<file path="config.mk">
export PLATFORM = sky130hd
export DESIGN_NAME = ht1_encoder_flat
export DESIGN_NICKNAME = d
export VERILOG_FILES = /design/src/rtl/mp3_huff_pkg.sv /design/src/rtl/ht1_encoder_if.sv /design/src/rtl/ht1_code_lut.sv /design/src/rtl/ht1_encoder.sv /design/src/flat_wrapper.sv
export SDC_FILE = /design/constraint.sdc
export NUM_CORES = 1
export LEC_CHECK = 0
export ABC_AREA = 1
export CORE_UTILIZATION = 52
export CTS_BUF_LIST = sky130_fd_sc_hd__clkbuf_4 sky130_fd_sc_hd__clkbuf_8 sky130_fd_sc_hd__clkbuf_16
export DETAILED_ROUTE_END_ITERATION = 8
export PLACE_DENSITY = 0.84
export SLEW_MARGIN = 20
export SYNTH_ARGS = -nofsm -noshare
export SYNTH_HDL_FRONTEND = slang
export SYNTH_HIERARCHICAL = 1
export SYNTH_SLANG_ARGS = --single-unit
</file>
<file path="constraint.sdc">
create_clock -name clk -period 2.2 [get_ports clk]
set_input_delay 0.44 -clock clk [delete_from_list [all_inputs] [get_ports clk]]
set_output_delay 0.44 -clock clk [all_outputs]
set_load 0.005 [all_outputs]
</file>
<file path="src/rtl/mp3_huff_pkg.sv">
// Shared MP3 Huffman definitions: table-1 codebook entries and encoder FSM states.
// The table-1 constants are reused by the matching bit-serial decoder.
package mp3_huff_pkg;

    localparam int unsigned HT_MAX_CODE_BITS = 3;
    localparam int unsigned HT_VAL_WIDTH     = 4;

    typedef struct packed {
        logic [HT_MAX_CODE_BITS-1:0] code;
        logic [1:0]                  len;
    } ht_entry_t;

    // Codewords are right-aligned in the code field; len gives how many LSBs are live.
    localparam ht_entry_t HT1_X0_Y0 = '{code: 3'b001, len: 2'd1};
    localparam ht_entry_t HT1_X1_Y0 = '{code: 3'b001, len: 2'd2};
    localparam ht_entry_t HT1_X0_Y1 = '{code: 3'b001, len: 2'd3};
    localparam ht_entry_t HT1_X1_Y1 = '{code: 3'b000, len: 2'd3};

    typedef enum logic {
        IDLE,
        SHIFT
    } enc_state_t;

    function automatic ht_entry_t ht1_lookup(input logic x, input logic y);
        ht_entry_t e;
        unique case ({x, y})
            2'b00:   e = HT1_X0_Y0;
            2'b10:   e = HT1_X1_Y0;
            2'b01:   e = HT1_X0_Y1;
            default: e = HT1_X1_Y1;
        endcase
        return e;
    endfunction

endpackage

</file>
<file path="src/rtl/ht1_encoder_if.sv">
// Pair-in / bit-out stream bundle of the table-1 encoder.
// slave is the encoder side, master the producer/consumer side.
interface ht1_encoder_if #(
    parameter int unsigned VAL_WIDTH = 4
);
    logic                 axiiv;
    logic                 axiir;
    logic [VAL_WIDTH-1:0] x_val;
    logic [VAL_WIDTH-1:0] y_val;
    logic                 x_sign;
    logic                 y_sign;
    logic                 axiov;
    logic                 axiod;
    logic                 axior;

    modport master (
        output axiiv, x_val, y_val, x_sign, y_sign, axior,
        input  axiir, axiov, axiod
    );

    modport slave (
        input  axiiv, x_val, y_val, x_sign, y_sign, axior,
        output axiir, axiov, axiod
    );
endinterface

</file>
<file path="src/rtl/ht1_code_lut.sv">
// Combinational table-1 lookup: (x,y) magnitudes -> legality flag and codeword entry.
module ht1_code_lut
    import mp3_huff_pkg::*;
#(
    parameter int unsigned VAL_WIDTH = HT_VAL_WIDTH
) (
    input  logic [VAL_WIDTH-1:0] x_val_i,
    input  logic [VAL_WIDTH-1:0] y_val_i,
    output logic                 legal_o,
    output ht_entry_t            entry_o
);

    always_comb begin
        legal_o = (x_val_i <= VAL_WIDTH'(1)) && (y_val_i <= VAL_WIDTH'(1));
        entry_o = ht1_lookup(x_val_i[0], y_val_i[0]);
    end

endmodule

</file>
<file path="src/rtl/ht1_encoder.sv">
// MP3 table-1 Huffman encoder: accepts one (x,y) pair with signs and shifts the
// codeword plus sign bits out MSB-first, one bit per cycle, with valid/ready on both sides.
module ht1_encoder
    import mp3_huff_pkg::*;
#(
    parameter int unsigned MAX_CODE_BITS = HT_MAX_CODE_BITS,
    parameter int unsigned VAL_WIDTH     = HT_VAL_WIDTH,
    parameter int unsigned EMIT_SIGNS    = 1
) (
    input  logic          clk,
    input  logic          rst_n,
    ht1_encoder_if.slave  bus,
    output logic          err,
    output logic          busy
);

    localparam int unsigned SymBits = MAX_CODE_BITS + 2;

    enc_state_t          state_q, state_d;
    logic [SymBits-1:0]  sym_sr_q, sym_sr_d;
    logic [2:0]          sym_len_q, sym_len_d;
    logic                err_q, err_d;

    logic                lut_legal;
    ht_entry_t           lut_entry;
    logic [SymBits-1:0]  sym_raw;
    logic [SymBits-1:0]  sym_new;
    logic [2:0]          sym_n;
    logic                last_bit;
    logic                ready;
    logic                accept;

    ht1_code_lut #(
        .VAL_WIDTH (VAL_WIDTH)
    ) u_lut (
        .x_val_i (bus.x_val),
        .y_val_i (bus.y_val),
        .legal_o (lut_legal),
        .entry_o (lut_entry)
    );

    // Symbol builder: append signs of nonzero values, then left-align into the shifter.
    always_comb begin
        sym_raw = SymBits'(lut_entry.code);
        sym_n   = {1'b0, lut_entry.len};
        if (EMIT_SIGNS != 0) begin
            if (bus.x_val != '0) begin
                sym_raw = {sym_raw[SymBits-2:0], bus.x_sign};
                sym_n   = sym_n + 3'd1;
            end
            if (bus.y_val != '0) begin
                sym_raw = {sym_raw[SymBits-2:0], bus.y_sign};
                sym_n   = sym_n + 3'd1;
            end
        end
        sym_new = sym_raw << (3'(SymBits) - sym_n);
    end

    always_comb begin
        state_d   = state_q;
        sym_sr_d  = sym_sr_q;
        sym_len_d = sym_len_q;
        err_d     = 1'b0;

        last_bit  = (sym_len_q == 3'd1);
        // Ready on the last handshaken bit lets the next symbol load with no bubble.
        ready     = (state_q == IDLE) || ((state_q == SHIFT) && last_bit && bus.axior);
        accept    = bus.axiiv && ready;

        unique case (state_q)
            IDLE: begin
                if (accept) begin
                    if (lut_legal) begin
                        state_d   = SHIFT;
                        sym_sr_d  = sym_new;
                        sym_len_d = sym_n;
                    end else begin
                        err_d = 1'b1;
                    end
                end
            end
            SHIFT: begin
                if (bus.axior) begin
                    sym_sr_d  = sym_sr_q << 1;
                    sym_len_d = sym_len_q - 3'd1;
                    if (last_bit) begin
                        state_d = IDLE;
                        if (accept) begin
                            if (lut_legal) begin
                                state_d   = SHIFT;
                                sym_sr_d  = sym_new;
                                sym_len_d = sym_n;
                            end else begin
                                err_d = 1'b1;
                            end
                        end
                    end
                end
            end
            default: state_d = IDLE;
        endcase

        bus.axiir = ready;
        bus.axiov = (state_q == SHIFT);
        bus.axiod = (state_q == SHIFT) && sym_sr_q[SymBits-1];
        err       = err_q;
        busy      = (state_q == SHIFT);
    end

    always_ff @(posedge clk or negedge rst_n) begin
        if (!rst_n) begin
            state_q   <= IDLE;
            sym_sr_q  <= '0;
            sym_len_q <= '0;
            err_q     <= 1'b0;
        end else begin
            state_q   <= state_d;
            sym_sr_q  <= sym_sr_d;
            sym_len_q <= sym_len_d;
            err_q     <= err_d;
        end
    end

endmodule

</file>
<file path="src/flat_wrapper.sv">
// flat-port wrapper written by rule: the top's interface ports become plain ports
module ht1_encoder_flat import mp3_huff_pkg::*;
#(
    parameter int unsigned MAX_CODE_BITS = HT_MAX_CODE_BITS,
    parameter int unsigned VAL_WIDTH     = HT_VAL_WIDTH,
    parameter int unsigned EMIT_SIGNS    = 1
)
  (clk, rst_n, err, busy, bus_axiiv, bus_x_val, bus_y_val, bus_x_sign, bus_y_sign, bus_axior, bus_axiir, bus_axiov, bus_axiod);
  ht1_encoder_if #(.VAL_WIDTH(VAL_WIDTH)) bus_i ();
  input  logic clk;
  input  logic rst_n;
  output logic err;
  output logic busy;
  input wire logic [$bits(bus_i.axiiv)-1:0] bus_axiiv;
  input wire logic [$bits(bus_i.x_val)-1:0] bus_x_val;
  input wire logic [$bits(bus_i.y_val)-1:0] bus_y_val;
  input wire logic [$bits(bus_i.x_sign)-1:0] bus_x_sign;
  input wire logic [$bits(bus_i.y_sign)-1:0] bus_y_sign;
  input wire logic [$bits(bus_i.axior)-1:0] bus_axior;
  output wire logic [$bits(bus_i.axiir)-1:0] bus_axiir;
  output wire logic [$bits(bus_i.axiov)-1:0] bus_axiov;
  output wire logic [$bits(bus_i.axiod)-1:0] bus_axiod;
  assign bus_i.axiiv = bus_axiiv;
  assign bus_i.x_val = bus_x_val;
  assign bus_i.y_val = bus_y_val;
  assign bus_i.x_sign = bus_x_sign;
  assign bus_i.y_sign = bus_y_sign;
  assign bus_i.axior = bus_axior;
  assign bus_axiir = bus_i.axiir;
  assign bus_axiov = bus_i.axiov;
  assign bus_axiod = bus_i.axiod;
  ht1_encoder #(.MAX_CODE_BITS(MAX_CODE_BITS), .VAL_WIDTH(VAL_WIDTH), .EMIT_SIGNS(EMIT_SIGNS)) u_core (.clk(clk), .rst_n(rst_n), .bus(bus_i), .err(err), .busy(busy));
endmodule
</file>
== Yosys cells after proc, flatten, opt, wreduce, memory -nomap -nowiden ==
Cells that the tools add are included.

* Order comparisons: 2
* Equal/unequal tests: 6
* Bitwise operators: 1
* Shift-type cells: 1
* Add/sub/neg operators: 4
* Mux-type cells: 29
* Reduce and logical (&&, ||, !) cells: 10

{| class="wikitable"
|+ Operators with widths
! kind !! count
|-
| 5-bit two-way mux || 7
|-
| 3-bit two-way mux || 8
|-
| 5-bit one-hot mux with 2 select lines || 1
|-
| 3-bit one-hot mux with 3 select lines || 1
|-
| 4-bit by 1-bit <= comparator with 1-bit output, second input constant || 2
|-
| 1-bit two-way mux || 8
|-
| 4-bit nonzero test || 2
|-
| 3-bit one-hot mux with 2 select lines || 1
|-
| 1-bit logical AND || 5
|-
| 5-bit by 3-bit left shift with 5-bit output || 1
|-
| 2-bit by 1-bit inequality test with 1-bit output, second input constant || 2
|-
| 1-bit one-hot mux with 2 select lines || 2
|-
| 2-bit by 1-bit adder with 3-bit output, second input constant || 1
|-
| 3-bit by 1-bit adder with 3-bit output, second input constant || 1
|-
| 3-bit by 1-bit equality test with 1-bit output, second input constant || 1
|-
| 3-bit AND reduction || 1
|-
| 3-bit by 1-bit subtractor with 3-bit output, second input constant || 1
|-
| 3-bit subtractor, first input constant || 1
|-
| 2-bit by 1-bit equality test with 1-bit output, second input constant || 1
|-
| 2-bit equality test, second input constant || 1
|-
| 2-bit logical NOT || 1
|-
| 2-bit two-way mux || 1
|-
| 2-bit inequality test, second input constant || 1
|-
| 1-bit logical OR || 1
|-
| 1-bit NOT || 1
|}

* Register bits: 10
* Bits of input ports: 14
* Word-level logic and storage cells: 57

== Longest topological paths before layout ==
Gate-level depths: netlist of run 1.

* Depth after elaboration: 13
* Mapped depth: 14

== By module ==
Netlist of run 1, hierarchy kept.

{| class="wikitable"
|+ Modules (own cells, without submodules)
! module !! cells each !! instances !! area each (um^2)
|-
| ht1_encoder || 157 || 1 || 1001.0
|-
| ht1_code_lut || 12 || 1 || 57.6
|}

== Least setup slack after synthesis of run 1 ==
No wires, ideal clock.

* Kind: input -> register
* Start point: input bus_x_val[0]
* End point: register u_core.sym_sr_q[2]
* Arrival time: 2.026 ns
* Stages on the path: 12
* Path buffers: 0
* Slack: 0.054 ns
* Required time: 2.080 ns
* Cells stage by stage: or2_2 > ha_1 > nand2_2 > nand2_2 > ha_1 > or2_1 > nand2_2 > nand2_1 > nand2_1 > nor2_2 > nand2_1 > a21oi_2

* Cells in the longest elaborated chain, start to end: 13
* Elaborated cells on any way between the ends: 24
* Those cells by class: 3 x add/sub; 1 x order compare; 3 x eq/ne; 1 x shift; 12 x mux; 4 x reduce/logical

{| class="wikitable"
|+ RTL lines
! what !! line !! source
|-
| start, declared || flat_wrapper.sv:15 || <nowiki>input wire logic [$bits(bus_i.x_val)-1:0] bus_x_val;</nowiki>
|-
| 2-bit by 1-bit equality test with 1-bit output, or another cell as far along || mp3_huff_pkg.sv:26 || <nowiki>unique case ({x, y})</nowiki>
|-
| 3-bit one-hot mux with 3 select lines || mp3_huff_pkg.sv:26 ||
|-
| 2-bit by 1-bit adder with 3-bit output || ht1_encoder.sv:49 || <nowiki>sym_n = sym_n + 3'd1;</nowiki>
|-
| 3-bit two-way mux || ht1_encoder.sv:47 || <nowiki>if (bus.x_val != '0) begin</nowiki>
|-
| 3-bit by 1-bit adder with 3-bit output || ht1_encoder.sv:53 || <nowiki>sym_n = sym_n + 3'd1;</nowiki>
|-
| 3-bit two-way mux || ht1_encoder.sv:51 || <nowiki>if (bus.y_val != '0) begin</nowiki>
|-
| 3-bit subtractor || ht1_encoder.sv:56 || <nowiki>sym_new = sym_raw << (3'(SymBits) - sym_n);</nowiki>
|-
| 5-bit by 3-bit left shift with 5-bit output || ht1_encoder.sv:56 ||
|-
| 5-bit two-way mux || ht1_encoder.sv:89 || <nowiki>if (lut_legal) begin</nowiki>
|-
| 5-bit two-way mux || ht1_encoder.sv:88 || <nowiki>if (accept) begin</nowiki>
|-
| 5-bit two-way mux || ht1_encoder.sv:86 || <nowiki>if (last_bit) begin</nowiki>
|-
| 5-bit two-way mux || ht1_encoder.sv:83 || <nowiki>if (bus.axior) begin</nowiki>
|-
| 5-bit one-hot mux with 2 select lines || ht1_encoder.sv:70 || <nowiki>unique case (state_q)</nowiki>
|-
| end signal, assigned || ht1_encoder.sv:118 || <nowiki>sym_sr_q <= sym_sr_d;</nowiki>
|-
| end, declared || ht1_encoder.sv:20 || <nowiki>logic [SymBits-1:0] sym_sr_q, sym_sr_d;</nowiki>
|}

Parallel ways exist; a longest one is shown, timed or not. The select of a mux whose other input is x is not followed.
A chain may end at the register's enable or synchronous reset.

==> results of run 1 <==
[where the power goes]
group	total (W)	switching, W	internal [W]	leakage [nW]
sequential	0.000301	0.0000437	0.000257	0.122
combinational	0.000523	0.000286	0.000237	0.647
clock	0.000165	0.0000644	0.000100	0.0210
[what timing repair did]
action / 4_1_cts / 5_1_grt
endpoints found under the setup margin: 7 / 5
buffers inserted: 3 / 1
pin swaps: 4 / 6
hold endpoints to repair: 0 / 0
gates resized for setup: 10 / 10
[layer usage]
layer  vias up  GRT usage [%]  wire (um)
li1        601              -          -
met1       568          31.11       1255
met2        70          58.89       1426
met3        17          4.231        193
met4         0          12.00        114
met5         -              0          0
[sequential cells by signal (all words and copies together), names as in the netlist]
| signal | cells |
|---|---|
| u_core/bus.axiov | 1 |
| u_core/err | 1 |
| u_core/sym_sr_q | 5 |
| u_core/sym_len_q | 3 |
[final timing paths]
check / start / to / slack (ns) / cells past startpoint
max in group asynchronous: rst_n / u_core/sym_sr_q[0]$_DFFE_PN0P_ / 1.40 / 1
worst max-delay path: bus_x_val[0] / u_core/sym_sr_q[0]$_DFFE_PN0P_ / 0.04 / 12
worst min-delay path: rst_n / u_core/sym_len_q[2]$_DFFE_PN0P_ / 0.49 / 1
worst min register to register: u_core/sym_sr_q[4]$_DFFE_PN0P_ / u_core/sym_sr_q[4]$_DFFE_PN0P_ / 0.51 / 2
min in group clk: u_core/sym_sr_q[4]$_DFFE_PN0P_ / u_core/sym_sr_q[4]$_DFFE_PN0P_ / 0.51 / 2
worst max register to register: u_core/sym_len_q[1]$_DFFE_PN0P_ / u_core/sym_sr_q[1]$_DFFE_PN0P_ / 0.66 / 10
[logic make-up after synthesis]
logic type | synth area share, %
and+or+nand+nor | 51.18
buffers and inverters | 10.28
AOI/OAI and AO/OA | 7.329
DFF | 23.64
adders and majority gates | 4.728
xor gates and xnor gates | 2.483
other | 0.3543
[per-stage QoR]
| stage | setup TNS (ns) | cells |
|---|---|---|
| 3_5_place_dp | -3.057 | 221 |
| 4_1_cts | 0 | 228 |
| 3_3_place_gp | -2.474 | 221 |
| 6_report | 0 | 229 |
| 5_1_grt | -0.05937 | 229 |
| 2_1_floorplan | 0 | 170 |
[area by class of cell]
cell class              instances  area [sq um]
inverters                      19         71.32
repair buffers                 35         331.6
well taps                      25         31.28
fillers                       126         337.8
multi-input cells             136         762.0
flip-flops and latches         10         250.2
clock buffers                   4         36.28
[worst max-delay path: stages]
cell and delay (ns):
dlygate4sd2_1 0.27, or2_4 0.26, ha_4 0.27, nand2_2 0.05
nand2_2 0.08, ha_4 0.20, or2_1 0.22, nand2_2 0.13
nand2_1 0.08, clkinv_1 0.08, nand3_1 0.10, o22ai_2 0.14
[layout by cell type (no fill, tap or decap), drive strengths merged]
| cell | synthesis | routed |
|---|---|---|
| o21ai | 5 | 5 |
| nand3b | 1 | 1 |
| nand2 | 68 | 68 |
| xnor2 | 1 | 1 |
| dfrtp | 10 | 10 |
| o211ai | 1 | 1 |
| clkbuf | 1 | 4 |
| ha | 4 | 4 |
| clkdlybuf4s50 | 0 | 12 |
| dlygate4sd2 | 0 | 4 |
| clkinv | 2 | 2 |
| o22ai | 1 | 1 |
| nor2 | 18 | 18 |
| nand3 | 19 | 19 |
| xor2 | 2 | 2 |
| buf | 4 | 17 |
| nand4 | 2 | 2 |
| nor3 | 1 | 1 |
| a31oi | 1 | 1 |
| or2 | 5 | 5 |
| conb | 1 | 2 |
| inv | 17 | 17 |
| dlymetal6s2s | 0 | 2 |
| a21oi | 5 | 5 |
==> impl_metrics.env, run 1 <==
export IMPL_status="finished, final reports clean"
export IMPL_hold_viol=0
export IMPL_yosysMostFrequentCell="nand2_1"
export IMPL_netlist_top_cell_by_area="dfrtp_1"
export IMPL_antenna_found_initial=0
export IMPL_areaGrowthSynthToFinish_pct=40.07
export IMPL_slew_violations=0
export IMPL_clk_latency_ns=0.26
export IMPL_initial_utilization_pct=58.14
export IMPL_synth_top_area_share_pct=23.64
export IMPL_drc=0
export IMPL_holdWs_ns=0.4894
export IMPL_cts_hold_buf=0
export IMPL_synthTopCellsByArea="dfrtp_1 (24%), nand2_1 (21%), nand3_1 (8.5%)"
export IMPL_ys_flop_type="dfrtp_1"
export IMPL_grt_setup_unrepaired="yes"
export IMPL_grt_pass1_wl_um=4678
export IMPL_peakVddDrop_mv=0.4383
export IMPL_syn_area_sq_mm=0.001059
export IMPL_worst_path_max_fanout=5
export IMPL_post_route_util_pct=81.44
export IMPL_boundaryPins=19
export IMPL_fin_skew_ns=0.0006158
export IMPL_max_freq_ghz=0.4630
export IMPL_grt_pass1_vias=1193
export IMPL_ys_seq_area_share_pct=23.64
export IMPL_drt_iter0_drc=85
export IMPL_async_flop_share_pct=100.0
export IMPL_final_setup_viol_count=0
export IMPL_ant_nets=0
export IMPL_synth_common_cells="nand2_1 (58), nand3_1 (18), inv_1 (15), nor2_1 (13), dfrtp_1 (10)"
export IMPL_die_area_sq_mm=0.002220
export IMPL_period_minus_slack_ns=2.160
export IMPL_ys_warn_count=6
export IMPL_critPathArrivalTime_ns=2.34
export IMPL_cts_sinks=10
export IMPL_routed_wl_um=2990
export IMPL_ys_types=30
export IMPL_p_per_area_mw_per_mm2=666.8
export IMPL_cts_buffers=3
export IMPL_critical_path_class="in -> reg"
export IMPL_overflow=0
export IMPL_cts_clk_slew_worst_paths_ns=0.07
export IMPL_place_ws_ns=-0.5439
export IMPL_diodes=0
export IMPL_p_leak_nw=0.7897
export IMPL_syn_area_per_cell_sq_um=6.263
export IMPL_power_w=0.0009887
export IMPL_cts_root_buf="clkbuf_4"
export IMPL_detail_route_wl_per_cell_um=13.06
export IMPL_syn_inst=169
export IMPL_nNetsFinal=223
export IMPL_dieHeight_um=47.12
export IMPL_required_ns=2.38
export IMPL_place_gp_congestion=0.9158
export IMPL_postPlaceCellArea_sq_mm=0.001346
export IMPL_fin_area_sq_mm=0.001483
export IMPL_clock_path_buffers=2
export IMPL_drive_above_1_share_pct=25.98
export IMPL_worstSetupEndpointType="flop"
export IMPL_cp_start_kind="input pin"
export IMPL_vias=1256
export IMPL_hold_class="in -> async"
export IMPL_yosys_register_bits=10
export IMPL_fin_ws_ns=0.04017
export IMPL_fp_dieW_um=47.12
export IMPL_first_pass_iters=4
export IMPL_num_rows=15
export IMPL_htree_levels=1
export IMPL_min_period_over_period_pct=98.17
export IMPL_dpl_hpwl_um=2135
export IMPL_tritoncts="done"
export IMPL_synth_edf_count=0
export IMPL_avgViaCountPerCell=5.485
export IMPL_io_buffers=18
export IMPL_coreArea_sq_mm=0.001821
export IMPL_cap_violations=0
export IMPL_grtUsageTotal_pct=29.87
export IMPL_grt_max_degree=12
(Power assumes the default switching activity.)
==> inputs of run 2 (changes only) <==
--- a/config.mk
+++ b/config.mk
@@ -9,7 +9,8 @@
 export CORE_UTILIZATION = 52
 export CTS_BUF_LIST = sky130_fd_sc_hd__clkbuf_4 sky130_fd_sc_hd__clkbuf_8 sky130_fd_sc_hd__clkbuf_16
 export DETAILED_ROUTE_END_ITERATION = 8
-export PLACE_DENSITY = 0.84
+export DONT_BUFFER_PORTS = 1
+export PLACE_DENSITY = 0.72
 export SLEW_MARGIN = 20
 export SYNTH_ARGS = -nofsm -noshare
 export SYNTH_HDL_FRONTEND = slang
==> constraint.sdc (replaced) <==
create_clock -name clk -period 2.66 [get_ports clk]
set_input_delay 0.532 -clock clk [delete_from_list [all_inputs] [get_ports clk]]
set_output_delay 0.532 -clock clk [all_outputs]
set_load 0.005 [all_outputs]
==> impl_metrics.env, run 2 (synthesis gave the netlist of run 1 again) <==
export IMPL_avgViaCountPerCell=5.205
export IMPL_antenna_found_initial=0
export IMPL_fillers=191
export IMPL_pwr_share_seq_pct=36.1
export IMPL_p_per_area_mw_per_mm2=630.7
export IMPL_clk_latency_ns=0.27
export IMPL_max_freq_ghz=0.4819
export IMPL_cts_hold_buf=1
export IMPL_slew_violations=0
export IMPL_fin_skew_ns=0.002236
export IMPL_overflow=0
export IMPL_vias=1015
export IMPL_critPathArrivalTime_ns=2.23
export IMPL_hold_viol=0
export IMPL_post_cts_buffers=0
export IMPL_grt_max_degree=13
export IMPL_tritoncts="done"
export IMPL_comb_power_share_pct=44.2
export IMPL_power_internal_w=0.0004112
export IMPL_fin_area_sq_mm=0.001102
export IMPL_routed_wl_um=2143
export IMPL_status="finished, final reports clean"
export IMPL_ant_nets=0
export IMPL_htree_levels=1
export IMPL_holdWs_ns=0.4029
export IMPL_pwr_share_clk_pct=19.7
export IMPL_cts_root_buf="clkbuf_4"
export IMPL_peakVddDrop_mv=0.4504
export IMPL_p_leak_nw=0.6123
export IMPL_hold_class="in -> reg"
export IMPL_final_cell_mix="nand2_1 (58), nand3_1 (18), inv_1 (15), nor2_1 (13), dfrtp_1 (10)"
export IMPL_num_rows=15
export IMPL_drc=0
export IMPL_period_minus_slack_ns=2.075
export IMPL_min_period_over_period_pct=78.01
export IMPL_areaGrowthSynthToFinish_pct=4.137
export IMPL_place_gp_congestion=0.8988
export IMPL_drt_iter0_drc=27
export IMPL_first_pass_iters=4
export IMPL_dieHeight_um=47.12
export IMPL_power_switching_w=0.0002841
export IMPL_place_ws_ns=0.3267
export IMPL_top_register="u_core/sym_sr_q"
export IMPL_worstSetupEndpointType="flop"
export IMPL_critical_path_class="in -> reg"
export IMPL_grtUsageTotal_pct=22.30
export IMPL_initial_utilization_pct=58.14
export IMPL_reg_top3="u_core/sym_sr_q: 5 flops, u_core/sym_len_q: 3 flops"
export IMPL_finalSetupTns_ns=0
export IMPL_clock_path_buffers=2
export IMPL_worst_path_max_fanout=5
export IMPL_grt_setup_unrepaired="no"
export IMPL_cts_sinks=10
export IMPL_largest_reg_flops=5
export IMPL_grt_pass1_wl_um=3546
export IMPL_mostFrequentLayoutCell="nand2_1"
export IMPL_cts_clk_slew_worst_paths_ns=0.07
export IMPL_cap_violations=0
export IMPL_io_buffers=0
export IMPL_diodes=0
export IMPL_grt_pass1_vias=945
export IMPL_coreArea_sq_mm=0.001821
export IMPL_postPlaceCellArea_sq_mm=0.001056
export IMPL_dpl_hpwl_um=1742
export IMPL_drive_above_1_share_pct=15.29
export IMPL_boundaryPins=19
export IMPL_cts_buffers=3
export IMPL_detail_route_wl_per_cell_um=10.99
export IMPL_cts_resized=0
export IMPL_fin_ws_ns=0.5849
export IMPL_final_setup_viol_count=0
export IMPL_switching_share_pct=40.86
export IMPL_cp_start_kind="input pin"
export IMPL_required_ns=2.82
export IMPL_die_area_sq_mm=0.002220
export IMPL_fp_dieW_um=47.12
export IMPL_nNetsFinal=189
[run 2: per-stage QoR]
stage	total power (W)	util (%)	instances
floorplan	0.0005053	-	170
finish	0.0006953	60.55	195
CTS	0.0007027	60.55	195
detailed placement	0.0005531	58.01	190
global route	0.0007694	60.55	195
global placement	0.0005437	58.01	190
[run 2: power groups by stage]
stage	Sequential, W	Combinational [W]	Clock (W)
final	0.000251	0.000307	0.000137
after CTS	0.000251	0.000309	0.000142
after detailed placement	0.000253	0.000300	0
after global placement	0.000250	0.000294	0
after floorplan	0.000243	0.000263	0
after global routing	0.000258	0.000362	0.000150
[run 2: final cells by class]
cell class / count / area [sq um] / share of cell area (%)
Inverter: 19 / 71.32 / 6.470
Tap cell: 25 / 31.28 / 2.838
Sequential cell: 10 / 250.2 / 22.70
Multi-Input combinational cell: 136 / 703.2 / 63.79
Timing Repair Buffer: 1 / 10.01 / 0.9081
Clock buffer: 4 / 36.28 / 3.292
[run 2: critical path: stages]
cell     delay (ns)
or2_2          0.29
ha_1           0.29
nand2_2        0.08
nand2_2        0.05
ha_1           0.29
or2_1          0.24
nand2_2        0.10
nand2_1        0.08
nand2_1        0.10
nor2_2         0.04
nand2_1        0.08
a21oi_2        0.05
[run 2: final timing paths]
kind / slack (ns) / cells past startpoint / startpoint / end
max in group asynchronous: 1.69 / 1 / rst_n / u_core/sym_sr_q[3]$_DFFE_PN0P_
worst min register to register: 0.53 / 2 / u_core/sym_sr_q[4]$_DFFE_PN0P_ / u_core/sym_sr_q[4]$_DFFE_PN0P_
worst max-delay path: 0.58 / 12 / bus_x_val[0] / u_core/sym_sr_q[3]$_DFFE_PN0P_
min in group asynchronous: 0.65 / 1 / rst_n / u_core/err$_DFF_PN0_
worst max register to register: 1.04 / 10 / u_core/sym_len_q[1]$_DFFE_PN0P_ / u_core/sym_sr_q[1]$_DFFE_PN0P_
worst min-delay path: 0.40 / 2 / bus_axiiv / u_core/err$_DFF_PN0_
[run 2: per-layer routing]
| layer | share of wire (%) | routed length [um] | global-route usage, % |
|---|---|---|---|
| met3 | 5.5 | 117 | 5.769 |
| met1 | 48 | 1035 | 28.00 |
| met4 | 0.37 | 8 | 1.714 |
| met5 | 0 | 0 | 0 |
| met2 | 46 | 982 | 40.00 |
==> inputs of run 3 (changes only) <==
--- a/config.mk
+++ b/config.mk
@@ -10,7 +10,7 @@
 export CTS_BUF_LIST = sky130_fd_sc_hd__clkbuf_4 sky130_fd_sc_hd__clkbuf_8 sky130_fd_sc_hd__clkbuf_16
 export DETAILED_ROUTE_END_ITERATION = 8
 export DONT_BUFFER_PORTS = 1
-export PLACE_DENSITY = 0.72
+export PLACE_DENSITY = 0.75
 export SLEW_MARGIN = 20
 export SYNTH_ARGS = -nofsm -noshare
 export SYNTH_HDL_FRONTEND = slang
==> constraint.sdc (replaced) <==
create_clock -name clk -period 1.7 [get_ports clk]
set_input_delay 0.34 -clock clk [delete_from_list [all_inputs] [get_ports clk]]
set_output_delay 0.34 -clock clk [all_outputs]
set_load 0.005 [all_outputs]
==> impl_metrics.env, run 3 (synthesis gave the netlist of run 1 again) <==
export IMPL_nNetsFinal=203
export IMPL_pwr_share_clk_pct=18.1
export IMPL_cp_slowest_cell="ha_4"
export IMPL_antenna_found_initial=0
export IMPL_worstSetupEndpointType="flop"
export IMPL_htree_levels=1
export IMPL_pwr_share_seq_pct=32.5
export IMPL_p_leak_nw=0.6958
export IMPL_hold_viol=0
export IMPL_r2r_start="u_core/sym_len_q[1]$_DFFE_PN0P_"
export IMPL_p_per_area_mw_per_mm2=929.8
export IMPL_io_buffers=0
export IMPL_startpoint="bus_x_val[0]"
export IMPL_num_rows=15
export IMPL_max_freq_ghz=0.5822
export IMPL_drt_iter0_drc=37
export IMPL_cts_sinks=10
export IMPL_grt_setup_unrepaired="yes"
export IMPL_routed_wl_um=2431
export IMPL_critPathArrivalTime_ns=1.92
export IMPL_ant_nets=0
export IMPL_final_setup_viol_count=2
export IMPL_violations="setup timing"
export IMPL_initial_utilization_pct=58.14
export IMPL_grtUsageTotal_pct=23.70
export IMPL_slew_violations=0
export IMPL_worst_path_max_fanout=4
export IMPL_final_cell_mix="nand2_1 (56), nand3_1 (18), inv_1 (15), buf_4 (13), nor2_1 (11)"
export IMPL_avgViaCountPerCell=5.172
export IMPL_tritoncts="done"
export IMPL_first_pass_iters=4
export IMPL_cts_root_buf="clkbuf_4"
export IMPL_largest_reg_flops=5
export IMPL_grt_pass1_wl_um=3705
export IMPL_min_delay_start="bus_axiiv"
export IMPL_finalSetupTns_ns=-0.02349
export IMPL_boundaryPins=19
export IMPL_drc=0
export IMPL_fin_area_sq_mm=0.001291
export IMPL_min_period_over_period_pct=101.0
export IMPL_areaGrowthSynthToFinish_pct=21.99
export IMPL_cp_start_kind="input pin"
export IMPL_clk_latency_ns=0.27
export IMPL_cap_violations=0
export IMPL_cpPeakStageDelay_ns=0.27
export IMPL_worstPathCellList="or2_4, ha_4, nand2_4, nand2_4, ha_4, or2_1, nand2_2, buf_4, nand3_1, nand2_1, nand2_1, a21oi_2"
export IMPL_reg_top3="u_core/sym_sr_q: 5 flops, u_core/sym_len_q: 3 flops"
export IMPL_critical_path_class="in -> reg"
export IMPL_mostFrequentLayoutCell="nand2_1"
export IMPL_place_gp_congestion=0.8779
export IMPL_comb_power_share_pct=49.4
export IMPL_required_ns=1.90
export IMPL_top_register="u_core/sym_sr_q"
export IMPL_power_switching_w=0.0004811
export IMPL_overflow=0
export IMPL_vias=1081
export IMPL_status="finished, violations left"
export IMPL_peakVddDrop_mv=0.9233
export IMPL_fin_ws_ns=-0.01753
export IMPL_power_internal_w=0.0007196
export IMPL_clock_path_buffers=2
export IMPL_fin_skew_ns=0.001422
export IMPL_detail_route_wl_per_cell_um=11.63
export IMPL_coreArea_sq_mm=0.001821
export IMPL_dpl_hpwl_um=1942
export IMPL_cts_clk_slew_worst_paths_ns=0.07
export IMPL_fp_dieW_um=47.12
export IMPL_grt_pass1_vias=899
export IMPL_hold_class="in -> reg"
export IMPL_die_area_sq_mm=0.002220
export IMPL_switching_share_pct=40.07
export IMPL_grt_max_degree=12
export IMPL_diodes=0
export IMPL_cts_buffers=3
export IMPL_period_minus_slack_ns=1.718
export IMPL_drive_above_1_share_pct=27.17
export IMPL_postPlaceCellArea_sq_mm=0.001186
export IMPL_dieHeight_um=47.12
## run 3: what timing repair did
| item | in CTS | in global routing |
|---|---|---|
| resized for setup | 0 | 10 |
| hold endpoints to repair | 10 | 0 |
| pin swaps | 1 | 2 |
| setup buffers | 0 | 3 |
| hold buffers | 1 | 0 |
| endpoints found under the setup margin | 1 | 5 |
## run 3: power by group through the flow
stage	logic [W]	registers, W	clock network (W)
finish	0.000593	0.000391	0.000217
CTS	0.000545	0.000389	0.000227
detailed placement	0.000536	0.000393	0
floorplan	0.000422	0.000380	0
global placement	0.000519	0.000389	0
global route	0.000669	0.000403	0.000242
## run 3: per-stage QoR
step	setup WS [ns]	instances	total power [W]	hold WS (ns)	util (%)
finish	-0.01753	209	0.001201	0.2384	70.93
global route	-0.07597	209	0.001314	0.2225	70.93
CTS	0.002661	206	0.001161	0.2227	67.70
detailed placement	-0.2903	201	0.0009290	0.04461	65.15
global placement	-0.2509	201	0.0009078	0.04459	65.15
floorplan	-0.1656	170	0.0008015	0.04441	-
## run 3: layer usage
layer / routed length, um / GRT usage (%) / vias to the layer above / part of all wire [%]
li1: - / - / 557 / -
met1: 1119 / 31.55 / 484 / 46
met2: 1130 / 40.56 / 38 / 46
met3: 177 / 5.769 / 2 / 7.3
met4: 4 / 1.714 / 0 / 0.16
met5: 0 / 0 / - / 0
## run 3: path summary, 6_finish.rpt
path	cells after the start	slack [ns]	to
setup reg to reg	10	0.18	u_core/sym_sr_q[1]$_DFFE_PN0P_
hold reg to reg	2	0.50	u_core/sym_sr_q[4]$_DFFE_PN0P_
max in group asynchronous	1	0.91	u_core/sym_len_q[0]$_DFFE_PN0P_
min in group asynchronous	1	0.47	u_core/sym_len_q[1]$_DFFE_PN0P_
hold / removal	2	0.24	u_core/err$_DFF_PN0_
setup / recovery	12	-0.02	u_core/sym_sr_q[3]$_DFFE_PN0P_
## run 3: worst max-delay path: cells and delay by family
kind            cells  cell delay (ns)
simple gates        8             0.87
fa+ha+maj           2             0.47
compound gates      1             0.11
buf+inv             1             0.12
## run 3: cell type report
type / count / area, sq um
flip-flops and latches: 10 / 250.2
repair buffers: 15 / 127.6
inverters: 19 / 71.32
fillers: 157 / 529.3
clock buffers: 4 / 36.28
well taps: 25 / 31.28
multi-input cells: 136 / 774.5
==> variant 1: new RTL, flow settings as in run 2 <==
Set the package constant `HT_MAX_CODE_BITS` to 6 (it was 3).
--- a/src/rtl/mp3_huff_pkg.sv
+++ b/src/rtl/mp3_huff_pkg.sv
@@ -2,7 +2,7 @@
 // The table-1 constants are reused by the matching bit-serial decoder.
 package mp3_huff_pkg;
 
-    localparam int unsigned HT_MAX_CODE_BITS = 3;
+    localparam int unsigned HT_MAX_CODE_BITS = 6;
     localparam int unsigned HT_VAL_WIDTH     = 4;
 
     typedef struct packed {
Formal check against the unedited RTL: same outputs for any inputs over 10 cycles, from zero or initial values and one cycle with rst_n low; that may be too few to reach the edited logic, so the function may still have changed.
==> variant 1 against run 2 <==
Final area grew 44%. Non-clock buffer count grew 6. Critical endpoint is now u_core/sym_sr_q[7]. Via count grew 43%. Count of clock-buffer cells in the layout is the same. Routed wire length grew 37%. Synthesized area grew 47%. Sequential share of layout area shrank 2.3 points. Die area grew 45%. Critical path type unchanged. Setup slack lost 0.13 ns. Sequential cell count grew 3. Power grew 53%.
==> variant 1: results (changes against run 2) <==
Synth Flop Type=dfrtp_1; layout cells sized above 1=0.1654 (+0.01244); Tot GR Track Use=0.2115 (-0.01150); Mean Syn Cell Area=6.043 sq um (-3.5%); dpl ws=0.1579 ns (-0.1689 ns); count of cell types in the netlist=28 (-6.7%); Wirelength per Cell=10.11 um (-8.0%); # resized after CTS=0 (unchanged); crit-path max FO=6 (+1); # hold bufs at CTS=1 (unchanged); top cells by area, synth=nand2_1 24%, dfrtp_1 21%, nand3_1 11%, inv_1 5.5%, nand2_2 5.2%; vias in the first global route=1,359 (+44%); largest net degree at the start of global routing=16 (+3); reg2reg end=u_core/sym_len_q[2]; part of the power in registers=0.328 (-0.033); post-DR vias/cell=5.003 (-3.9%); hold worst-path end=u_core/err; dpl cells=286 (+51%); Reg2Reg Setup Slack=0.97 ns (-0.07 ns); Synth Warn #=6 (unchanged); switching share of power=0.4629 (+0.05432); Max VDD drop=0.5829 mV (+29%); Clk Tree Root Cell=clkbuf_4; Clock Skew=0.0003507 ns (-0.001886 ns); number of fill cells=319 (+67%); Placed Area=1551 sq um (+47%); critical path data arrival time=2.37 ns (+0.14 ns); Leakage=0.8665 nW (+42%); complex-gate fraction of the synthesized area=0.06100 (-0.01229); Reg2Reg Launch Point=u_core/sym_len_q[0]; CTS max path bufs=2 (unchanged); Net Sw Power=0.4935 mW (+74%); GPL Wtd Cong=0.8215 (-8.6%); post-CTS setup buffer count=0 (unchanged); cell family with most CP delay=simple AND/OR/NAND/NOR gates; CP Capture Point=u_core/sym_sr_q[7]; status=finished clean; post-synthesis mux area share=0 (unchanged); Clk power=0.131 mW (-4%); first-pass GRT wire length=5423 um (+53%); hold_ws=0.4071 ns (+0.004165 ns); Min-Delay Path Depth=1 (-1); number of buffers added on ports=0 (unchanged); slowest stage delay, CP=0.31 ns (+0.02 ns); XOR/XNOR Fraction of Synth Area=0.01685 (-0.007969); top flop regs=u_core/sym_sr_q: 8 flops, u_core/sym_len_q: 3 flops; fin nets=279 (+48%); via count=1,456 (+43%); Async S/R FF share, synth=1.000 (unchanged); adder-cell share of the synthesized area=0.03210 (-0.01518); post-synthesis sequential area ratio=0.2087 (-0.02774); Synth top cells by count=101 x nand2_1, 33 x nand3_1, 23 x inv_1; Tcrit/Tclk final=0.8277 (+0.04757); Antenna diodes=0 (unchanged); DR iter-0 viols=39 (+44%); Post-DP HPWL=2321 um (+33%); worst min path class=primary input to flip-flop
-- variant 1: cell count changes in the layout (fill, tap and decap cells not counted), sizes merged, moves of 2 or more --
cell | run 2 | this run
nand2 | 68 | 116
buf | 0 | 6
nor2 | 18 | 22
clkinv | 2 | 0
conb | 2 | 5
a21oi | 5 | 11
nand3 | 19 | 40
inv | 17 | 26
dfrtp | 10 | 13
or2 | 5 | 2
-- variant 1: layout make-up --
| cell class | count | area, sq um | area share |
|---|---|---|---|
| flip-flops and latches | 13 | 325.3 | 0.2044 |
| inverters | 26 | 97.59 | 0.06132 |
| multi-input cells | 210 | 1045 | 0.6564 |
| well taps | 31 | 38.79 | 0.02437 |
| repair buffers | 7 | 55.05 | 0.03459 |
| clock buffers | 4 | 30.03 | 0.01887 |
-- variant 1: layer usage --
layer	vias to the layer above	GRT usage	wire length, um
li1	795	-	-
met1	638	0.2753	1507
met2	19	0.3588	1327
met3	4	0.04147	82
met4	0	0.05226	24
met5	-	0	0
==> variant 2: new RTL, config.mk and constraints of run 2 <==
Without the edit above. Register the output `busy`, with the module's reset; this adds one clock of latency there. The other outputs are not delayed to match.
--- a/src/rtl/ht1_encoder.sv
+++ b/src/rtl/ht1_encoder.sv
@@ -15,6 +15,8 @@
 );
 
     localparam int unsigned SymBits = MAX_CODE_BITS + 2;
+
+    logic busy_d;
 
     enc_state_t          state_q, state_d;
     logic [SymBits-1:0]  sym_sr_q, sym_sr_d;
@@ -104,7 +106,7 @@
         bus.axiov = (state_q == SHIFT);
         bus.axiod = (state_q == SHIFT) && sym_sr_q[SymBits-1];
         err       = err_q;
-        busy      = (state_q == SHIFT);
+        busy_d    = (state_q == SHIFT);
     end
 
     always_ff @(posedge clk or negedge rst_n) begin
@@ -121,5 +123,13 @@
         end
     end
 
+    always_ff @(posedge clk or negedge rst_n) begin
+        if (!rst_n) begin
+            busy <= '0;
+        end else begin
+            busy <= busy_d;
+        end
+    end
+
 endmodule
 
Check against the original RTL: not equivalent (Yosys sat finds a counterexample within 4 cycles, from zero or initial values and one cycle with rst_n low).
==> variant 2 against run 2 <==
Synthesized cell count increased by 1.2%. Non-clock buffer count stayed put. Sequential power rose by 14%. Final area up 1.9%. Sequential cell count is 1 higher. Critical path depth unchanged. Synthesized area rose by 2.7%. Setup slack got worse by 0.17 ns. Power increased by 14%. Routed wire length grew 4.2%. Critical path type unchanged. Critical endpoint unchanged.
==> variant 2: results (changes against run 2) <==
status=finished clean; comb_multi_in=136 (unchanged); layout cells sized above 1=0.1579 (+0.004954); post-synthesis sequential area ratio=0.2532 (+0.01676); Synth Flop Type=dfrtp_1; critical path data arrival time=2.40 ns (+0.17 ns); initial antenna violation count=0 (unchanged); slowest stage delay, CP=0.33 ns (+0.04 ns); Clock Skew=0.0006594 ns (-0.001577 ns); Wirelength per Cell=11.28 um (+2.7%); Min-Delay Path Depth=2 (unchanged); crit-path max FO=5 (unchanged); Max VDD drop=0.3301 mV (-27%); Initial DRT Pass Iterations=4 (unchanged); Buffers, non-clock=1 (unchanged); largest net degree at the start of global routing=12 (-1); top cells by area, synth=dfrtp_1 25%, nand2_1 18%, nand3_1 12%, nand2_2 5.8%, inv_1 5.2%; Synth top cells by count=51 x nand2_1, 25 x nand3_1, 15 x inv_1; R2R depth=13 (+3); top flop regs=u_core/sym_sr_q: 5 flops, u_core/sym_len_q: 3 flops; Async S/R FF share, synth=1.000 (unchanged); number of buffers added on ports=0 (unchanged); count of cell types in the netlist=25 (-17%); CTS max path bufs=2 (unchanged); Clk Tree Root Cell=clkbuf_4; CTS sink count=11 (+1); slowest cell on the critical path=ha_1; # hold bufs at CTS=1 (unchanged); GPL Wtd Cong=0.7543 (-16%); dpl ws=0.1570 ns (-0.1697 ns); Tot GR Track Use=0.2237 (+0.0006683); DR iter-0 viols=16 (-41%); WL final=2234 um (+4.2%); # resized after CTS=0 (unchanged); fin nets=190 (+0.53%); vias in the first global route=892 (-5.6%); post-CTS setup buffer count=0 (unchanged); Worst-Skew Late Latency=0.26 ns; Clock buffer cells=4 (unchanged); CTS H-Tree Depth=1 (unchanged); cell family with most CP delay=simple AND/OR/NAND/NOR gates; Leakage=0.6099 nW (-0.39%); Layout clock area frac=0.02673 (-0.006191); Seq area share=0.2450 (+0.01797); Inserted Clock Buffers=3 (unchanged); number of fill cells=214 (+12%); fraction of area in multi-input gates=0.6258 (-0.01208); non-clk buf share=0.008909 (-0.0001719); Area-dominant class=multi-input gates; first-pass GRT wire length=3588 um (+1.2%); Synth Warn #=6 (unchanged); via count=1,007 (-0.79%); Int Power=0.4475 mW (+8.8%); Mean Syn Cell Area=6.358 sq um (+1.5%); Worst-path clk slew=0.07 ns (about the same); Post-DP HPWL=1785 um (+2.5%)
[variant 2: cell types whose count changed after synthesis, moves of 2 or more]
cell      delta
buf_2        +3
clkinv_1     -2
o21ai_0      +3
nand3_1      +7
xor2_1       -2
inv_2        +2
nand2_1      -7
nand2_2      +3
nand2_4      -2
nor2_2       -3
[variant 2: through the flow]
stage | instance area (sq um) | hold slack (ns)
finish | 1124 | 0.4219
CTS | 1124 | 0.4142
global placement | 1084 | 0.2366
global route | 1124 | 0.4288
floorplan | 1091 | 0.2364
detailed placement | 1084 | 0.2366
[variant 2: cells by family (layout without fill, tap and decap cells)]
logic type	count (synthesis)	in the layout	synth area share
AOI/OAI and AO/OA	16	16	0.08632
xor gates and xnor gates	2	2	0.01611
adders and majority gates	4	4	0.04603
buffers and inverters	25	24	0.1036
DFF	11	11	0.2532
other	1	2	0.003449
and+or+nand+nor	112	112	0.4914
[variant 2: worst paths after layout]
kind	start	to	slack [ns]
hold / removal	bus_axiiv	u_core/bus.axiov	0.42
min in group asynchronous	rst_n	u_core/busy	0.66
setup reg to reg	u_core/sym_len_q[1]	u_core/sym_sr_q[4]	0.77
setup / recovery	bus_x_val[0]	u_core/sym_sr_q[3]	0.42
hold reg to reg	u_core/sym_sr_q[4]	u_core/sym_sr_q[4]	0.49
max in group asynchronous	rst_n	u_core/sym_len_q[0]	1.67
[variant 2: per-layer routing]
metal	GRT usage	part of all wire	vias to the layer above
li1	-	-	543
met1	0.2654	0.47	452
met2	0.4189	0.51	10
met3	0.01132	0.013	2
met4	0.08333	0.0085	0
met5	0	0	-
[variant 2: power groups by stage]
stage	sequential, mW	clock [mW]	combinational (mW)
after floorplan	0.275	0	0.325
after global placement	0.288	0	0.364
after detailed placement	0.290	0	0.378
after CTS	0.287	0.126	0.386
after global routing	0.297	0.133	0.442
final	0.285	0.122	0.384
